**src/rtl/acc_pkg.sv**
```systemverilog
// Shared constants and state encoding for the partial-sum accumulator and the PE stage.
package acc_pkg;

  localparam int NUM_LANE = 9;
  localparam int PSUM_W   = 32;
  localparam int CNT_W    = 8;

  typedef enum logic [1:0] {
    ACC_IDLE = 2'd0,
    ACC_ACC  = 2'd1,
    ACC_HOLD = 2'd2
  } acc_state_e;

endpackage

```
**src/rtl/psum_lane_add.sv**
```systemverilog
// One accumulator lane: signed add with an optional clamp (PSUM_ACC_SAT_EN) and overflow flag.
module psum_lane_add
  import acc_pkg::*;
(
  input  logic signed [PSUM_W-1:0] a,
  input  logic signed [PSUM_W-1:0] b,
  output logic signed [PSUM_W-1:0] sum,
  output logic                     ovf
);

`ifdef PSUM_ACC_SAT_EN
  function automatic logic signed [PSUM_W-1:0] sat_clamp(input logic signed [PSUM_W:0] x);
    logic signed [PSUM_W-1:0] r;
    if (x[PSUM_W] == x[PSUM_W-1]) begin
      r = x[PSUM_W-1:0];
    end else if (x[PSUM_W] == 1'b0) begin
      r = {1'b0, {(PSUM_W-1){1'b1}}};
    end else begin
      r = {1'b1, {(PSUM_W-1){1'b0}}};
    end
    return r;
  endfunction

  logic signed [PSUM_W:0] wide_p0;

  // Sign-extended sum: the two top bits disagree exactly when PSUM_W bits overflow.
  assign wide_p0 = {a[PSUM_W-1], a} + {b[PSUM_W-1], b};
  assign sum     = sat_clamp(wide_p0);
  assign ovf     = wide_p0[PSUM_W] ^ wide_p0[PSUM_W-1];
`else
  assign sum = a + b;
  assign ovf = 1'b0;
`endif

endmodule

```
**src/rtl/psum_acc.sv**
```systemverilog
// Partial-sum accumulator: sums NUM_LANE lanes over a programmed pass count and holds the
// result on a valid/ready handshake. Define PSUM_ACC_SAT_EN for saturating lanes.
module psum_acc
  import acc_pkg::*;
(
  input  logic                         clk,
  input  logic                         rst_n,
  input  logic                         flush_i,
  input  logic [CNT_W-1:0]             pass_num_i,
  input  logic [NUM_LANE*PSUM_W-1:0]   psum_i,
  input  logic                         psum_vld_i,
  output logic                         in_rdy_o,
  output logic [NUM_LANE*PSUM_W-1:0]   acc_o,
  output logic                         acc_vld_o,
  input  logic                         acc_rdy_i,
  output logic                         busy_o,
  output logic                         ovf_o
);

  acc_state_e               state;
  logic [CNT_W-1:0]         cnt;
  logic [CNT_W-1:0]         num_lat;
  logic [CNT_W-1:0]         cnt_nxt;
  logic signed [PSUM_W-1:0] acc_q    [NUM_LANE];
  logic signed [PSUM_W-1:0] sum_p0   [NUM_LANE];
  logic [NUM_LANE-1:0]      lane_ovf;
  logic                     ovf_q;
  logic                     beat;
  logic                     first_beat;

  assign in_rdy_o   = (state != ACC_HOLD) || acc_rdy_i;
  assign beat       = psum_vld_i && in_rdy_o;
  // Any beat taken outside ACC opens a new group, including the zero-bubble case in HOLD.
  assign first_beat = (state != ACC_ACC);
  assign cnt_nxt    = cnt + 1'b1;
  assign ovf_o      = ovf_q;

  for (genvar g = 0; g < NUM_LANE; g++) begin : g_lane
    logic signed [PSUM_W-1:0] lane_a;
    logic signed [PSUM_W-1:0] lane_b;

    assign lane_a = first_beat ? '0 : acc_q[g];
    assign lane_b = psum_i[g*PSUM_W +: PSUM_W];

    psum_lane_add u_add (
      .a   (lane_a),
      .b   (lane_b),
      .sum (sum_p0[g]),
      .ovf (lane_ovf[g])
    );

    assign acc_o[g*PSUM_W +: PSUM_W] = acc_q[g];
  end

  // p0 -> p1: lane sums and control state register on the same edge
  always_ff @(posedge clk) begin
    if (!rst_n) begin
      state     <= ACC_IDLE;
      cnt       <= '0;
      num_lat   <= '0;
      ovf_q     <= 1'b0;
      acc_vld_o <= 1'b0;
      busy_o    <= 1'b0;
      for (int k = 0; k < NUM_LANE; k++) acc_q[k] <= '0;
    end else if (flush_i) begin
      state     <= ACC_IDLE;
      cnt       <= '0;
      ovf_q     <= 1'b0;
      acc_vld_o <= 1'b0;
      busy_o    <= 1'b0;
      for (int k = 0; k < NUM_LANE; k++) acc_q[k] <= '0;
    end else if (beat) begin
      for (int k = 0; k < NUM_LANE; k++) acc_q[k] <= sum_p0[k];
      busy_o <= 1'b1;
      if (first_beat) begin
        num_lat <= pass_num_i;
        cnt     <= 1;
        ovf_q   <= |lane_ovf;
        if (pass_num_i <= 1) begin
          state     <= ACC_HOLD;
          acc_vld_o <= 1'b1;
        end else begin
          state     <= ACC_ACC;
          acc_vld_o <= 1'b0;
        end
      end else begin
        cnt   <= cnt_nxt;
        ovf_q <= ovf_q | (|lane_ovf);
        if (cnt_nxt == num_lat) begin
          state     <= ACC_HOLD;
          acc_vld_o <= 1'b1;
        end
      end
    end else if (state == ACC_HOLD && acc_rdy_i) begin
      state     <= ACC_IDLE;
      acc_vld_o <= 1'b0;
      busy_o    <= 1'b0;
    end
  end

endmodule

```
**config.mk**
```make
export PLATFORM = sky130hd
export DESIGN_NAME = psum_acc
export DESIGN_NICKNAME = d
export VERILOG_FILES = /design/src/rtl/acc_pkg.sv /design/src/rtl/psum_lane_add.sv /design/src/rtl/psum_acc.sv
export SDC_FILE = /design/constraint.sdc
export NUM_CORES = 1
export LEC_CHECK = 0
export CAP_MARGIN = 40
export CORE_MARGIN = 8
export CORE_UTILIZATION = 50
export DETAILED_ROUTE_END_ITERATION = 7
export GPL_TIMING_DRIVEN = 0
export PLACE_DENSITY = 0.79
export REMOVE_ABC_BUFFERS = 1
export SETUP_SLACK_MARGIN = 0.02
export SKIP_CTS_REPAIR_TIMING = 1
export SYNTH_ARGS = -nofsm -noshare
export SYNTH_HDL_FRONTEND = slang
export SYNTH_SLANG_ARGS = --single-unit
```
**constraint.sdc**
```tcl
create_clock -name clk -period 25.4 [get_ports clk]
set_clock_uncertainty 0.2 [all_clocks]
set_input_delay 5.08 -clock clk [delete_from_list [all_inputs] [get_ports clk]]
set_output_delay 5.08 -clock clk [all_outputs]
set_load 0.01 [all_outputs]
```
; Word-level counts from Yosys, hierarchy flattened
; Memories as Yosys holds them, arrays and structs flattened.
; Index checks and enable logic that the tools add are counted.
[classes]
muxes = 47
eq_ne = 5
addsub = 10
reduce_logical = 7
bitwise_logic = 20
magnitude_cmp = 1
[ops]
columns = cell, n
row1 = 2-to-1 mux 32 bit, 27
row2 = adder 32 bit, 9
row3 = OR 1 bit, 18
row4 = 2-to-1 mux 1 bit, 14
row5 = 2-to-1 mux 2 bit, 5
row6 = "adder 8 x 1 -> 8 bit, second input constant", 1
row7 = == test 8 bit, 1
row8 = "less-or-equal comparator 8 x 1 -> 1 bit, second input constant", 1
row9 = 2-to-1 mux 8 bit, 1
row10 = "!= test 3 x 1 -> 1 bit, second input constant", 1
row11 = AND reduction 3 bit, 1
row12 = "== test 2 bit, second input constant", 1
row13 = logical AND 1 bit, 2
row14 = "!= test 2 x 1 -> 1 bit, second input constant", 1
row15 = "!= test 2 bit, second input constant", 1
row16 = NOT 1 bit, 2
row17 = AND reduction 2 bit, 1
row18 = nonzero test 2 bit, 1
row19 = OR reduction 2 bit, 1
row20 = logical OR 1 bit, 1
[word_totals]
ram_bits = 288
register_bits = 20
wordCells = 96
mem_count = 1
output_inout_bits = 292
input_bits = 301
[mem_list]
columns = name, depth, word_bits, read_ports, rd_ports_with_merged_regs, wr, line_no
row1 = acc_q, 9, 32, 9, 0, 9, psum_acc.sv:24  ; logic signed [PSUM_W-1:0] acc_q [NUM_LANE];

; Depth between registers and ports, before layout
[logic_depth]
word_depth = 8
depth_mapped = 16
ltp_nobuf = 13

; Modules after synthesis
; From an unflattened synthesis, not the netlist that was laid out.
[hier_totals]
hier_cells = 3254
hier_area_um2 = 29658.4
[modules_own_cells]
columns = module, cells_per_inst, instances, area_each_um2, seq_area_each_um2
row1 = psum_acc, 1090, 1, 14014.7, 9048.7
row2 = psum_lane_add at g_lane[3].u_add ..., 238, 5, 1724.2, 0.0
row3 = psum_lane_add at g_lane[0].u_add ..., 243, 3, 1755.4, 0.0
row4 = psum_lane_add at g_lane[8].u_add, 245, 1, 1756.7, 0.0

; Worst setup path before layout
; OpenSTA, ideal clock, no wires.
[synth_timing]
kind = input port to flip-flop
start = input flush_i
end = memory acc_q[0][0], enable pin
required_time_ns = 24.563
slack_ns = 13.230
setup_time_ns = 0.637
path_stages = 5
arrival_ns = 11.333
n_path_buf = 2
cell_sequence = nand2b_1 > clkbuf_1 > clkbuf_1 > nor2_1 > inv_1
[synth_rtl]
columns = element, line_no
row1 = start: declaration, psum_acc.sv:8  ; input logic flush_i,
row2 = end: declaration, psum_acc.sv:24

; Worst setup path in the final report
[layout_timing]
start = input acc_rdy_i
end = output in_rdy_o
[layout_via]
elab_chain_cells = 1
[layout_lines]
columns = element, line_no
row1 = start: declaration, psum_acc.sv:15  ; input logic acc_rdy_i,
row2 = logical OR 1 bit, psum_acc.sv:31  ; assign in_rdy_o = (state != ACC_HOLD) || acc_rdy_i;
row3 = end: declaration, psum_acc.sv:12  ; output logic in_rdy_o,
; Every way passes these cells.

==> results.json <==
{
  "place.gp.congestion": 0.923,
  "io_pins": 593,
  "cts-root-buf": "clkbuf_16",
  "period_share": 0.469,
  "finalWorstSetupSlack_ps": 13490,
  "design_area_um2": 35100,
  "cp.required_ps": 20120,
  "clk_pin_slew_ps": 50,
  "grt_pass1_wl_um": 133000,
  "critPathArrivalTime_ps": 6630,
  "grt_antenna_before_repair": 25,
  "synth_top_family_by_area": "simple AND/OR/NAND/NOR gates",
  "fp.dieH_um": 248,
  "vias": 24772,
  "finalMaxSlewViolations": 0,
  "start_kind": "primary input",
  "fp.dieW_um": 248,
  "synth_warnings": 0,
  "wl_per_cell_um": 20.2,
  "synth.avg_cell_area_um2": 8.93,
  "worstSetupEndpoint": "in_rdy_o",
  "critPathLaunch": "acc_rdy_i",
  "ctsHtreeMaxLevel": 2,
  "synth_xor_area_frac": 0.0740,
  "synth_cell_types": 84,
  "core_area_um2": 53600,
  "route.detailed.drc": 0,
  "placed_area_um2": 33800,
  "cts_tree": "done",
  "fin_nets": 4146,
  "start_util": 0.503,
  "place_ws_ps": 13520,
  "status": "complete, no violations",
  "numCtsBuffers": 41,
  "synthArstFlopShare": 0,
  "min_path_cells": 1,
  "clkSinkCount": 307,
  "final-hold-violation-count": 0,
  "crit_type": "primary input to primary output",
  "viasPerCell": 5.76,
  "peakVddDrop_mv": 0.0496,
  "endpoint_kind": "primary output",
  "tns_ps": 0,
  "timing.fmax_mhz": 84.0,
  "holdCritPathClass": "flip-flop to flip-flop",
  "synth_largest_area_cell": "edfxtp_1",
  "cap_violations": 0,
  "slew-limit-headroom": 0.389,
  "drt_iter0_drc": 1461,
  "p_leak_nw": 15.5,
  "synth_edf_count": 288,
  "synth_top_cell_area_share": 0.321,
  "synthMuxAreaShare": 0.0105,
  "r2r_start": "state[0]",
  "areaGrowthSynthToFinish_pct": 30.1,
  "hpwl_um": 66700,
  "setup_violations": 0,
  "rr_endpoint": "acc_q[0][24]",
  "synth_ff_type": "edfxtp_1",
  "netlist_instances": 3020,
  "dr.pass1.iters": 7,
  "rsz0062_at_grt": "false",
  "grt_pass1_vias": 24371,
  "crit_fanout": 3,
  "ys_seq_area_frac": 0.335,
  "io_buffers": 591,
  "synth_fa_ha_area_frac": 0.137,
  "clockBufferDepth": 3,
  "grt_use_total": 0.270,
  "synth_compound_area_frac": 0.194,
  "grt_max_degree": 95,
  "tightest_slew_ps": 905,
  "drive_above_1_share": 0.0326,
  "clk-insertion-delay-late_ps": 570,
  "ant_nets": 0,
  "power_density_nw_per_um2": 42.8,
  "synthSimpleGateAreaFrac": 0.223,
  "r2r_slack_ps": 20440,
  "finalWorstPathRequiredPeriod_ps": 11910,
  "dieArea_um2": 61700,
  "num_rows": 85,
  "synth_area_leaders": "edfxtp_1, ha_1, and2_1, nor2_1, a21o_1",
  "grt_overflow": 0,
  "syn-cell-area_um2": 27000,
  "wl_um": 87000,
  "rr_worst_depth": 15,
  "yosys_register_bits": 307
}
==> worst min-delay path by stage <==
stage / end / start / slack (ps)
2_1_floorplan: cnt[7] / cnt[7] / 260
3_3_place_gp: cnt[7] / cnt[7] / 280
3_5_place_dp: cnt[7] / cnt[7] / 300
4_1_cts: cnt[7] / cnt[7] / 320
5_1_grt: busy_o / busy_o / 350
6_report: cnt[7] / cnt[7] / 310
==> synthesized netlist by cell type (6+ instances only) <==
| master | count |
|---|---|
| a21oi_1 | 236 |
| nor3_1 | 49 |
| nor2_1 | 361 |
| a21o_1 | 159 |
| nor2b_1 | 33 |
| edfxtp_1 | 288 |
| a2111oi_0 | 11 |
| o21ai_0 | 130 |
| mux2i_1 | 26 |
| a31oi_1 | 36 |
| and2_1 | 309 |
| o21a_1 | 23 |
| inv_1 | 59 |
| nand4_1 | 33 |
| and4_1 | 6 |
| and3_1 | 53 |
| nor4_1 | 8 |
| a41o_1 | 7 |
| a31o_2 | 7 |
| fa_1 | 9 |
| o31ai_1 | 24 |
| or2_2 | 7 |
| xor2_1 | 109 |
| nor3b_1 | 16 |
| clkbuf_1 | 111 |
| nand2_1 | 182 |
| ha_1 | 280 |
| nand2b_1 | 29 |
| a211oi_1 | 22 |
| xnor2_1 | 119 |
| o211ai_1 | 15 |
| o21bai_1 | 36 |
| nand3b_1 | 6 |
| dfxtp_1 | 19 |
| a221oi_1 | 10 |
| a311oi_1 | 7 |
| or3_1 | 24 |
| nand3_1 | 62 |
| a21boi_0 | 6 |
| a41oi_1 | 6 |
==> through the flow <==
| step | utilization | std cells | power, mW | hold slack [ps] |
|---|---|---|---|---|
| 2_1_floorplan | - | 2900 | 0.777 | 257 |
| 3_3_place_gp | 0.621 | 4187 | 0.940 | 280 |
| 3_5_place_dp | 0.630 | 4209 | 0.939 | 304 |
| 4_1_cts | 0.654 | 4282 | 1.51 | 317 |
| 5_1_grt | 0.655 | 4297 | 1.56 | 347 |
| 6_report | 0.655 | 4303 | 1.50 | 307 |
==> placed cells by master (no fill, tap or decap), types with 29 or more instances in the layout <==
master             n
o21bai_1          36
ha_1             280
xor2_1           109
clkbuf_16         43
edfxtp_1         288
a21oi_1          236
a31oi_1           36
nand2_1          181
a21o_1           159
inv_1             58
nand2b_1          29
nand4_1           33
clkdlybuf4s50_1  591
nand3_1           62
xnor2_1          119
o21ai_0          130
nor2b_1           31
nor2_1           360
and2_1           308
nor3_1            49
and3_1            53
==> routing by layer <==
metal | track usage | part of all wire | up-vias
met5 | 0 | 0.0011 | -
met4 | 0.123 | 0.046 | 14
met3 | 0.0682 | 0.082 | 204
met2 | 0.451 | 0.47 | 818
met1 | 0.325 | 0.40 | 11606
li1 | - | - | 12130
==> sequential cells by signal, indices dropped and copies added, names as in the netlist <==
signal     count
acc_q        288
acc_vld_o      1
busy_o         1
cnt            8
num_lat        8
state          1
==> worst max-delay path, cell delays in order <==
cell	delay (ps)
clkdlybuf4s50_1	440
or3b_2	520
clkdlybuf4s50_1	590
==> layout make-up <==
| cell class | instances | area (µm²) |
|---|---|---|
| Antenna cell | 21 | 52.6 |
| Clock buffer | 54 | 1150 |
| Clock inverter | 19 | 140 |
| Fill cell | 4458 | 18500 |
| Inverter | 59 | 229 |
| Multi-Input combinational cell | 2534 | 17300 |
| Sequential cell | 307 | 9030 |
| Tap cell | 696 | 871 |
| Timing Repair Buffer | 613 | 6370 |
==> report_power, final <==
part	total (mW)	switching, mW	internal (mW)	leakage (nW)
clock network	0.569	0.232	0.336	0.633
logic	0.332	0.168	0.164	11.4
registers	0.601	0.0162	0.584	3.49
==> cell families after synthesis <==
family,after synthesis
flip-flops,307
AND/OR/NAND/NOR,1190
AO/OA/AOI/OAI,798
multiplexers,28
adder cells (fa/ha/maj),289
buffers and inverters,179
XOR/XNOR,228
other,1
(Power assumes the default switching activity.)
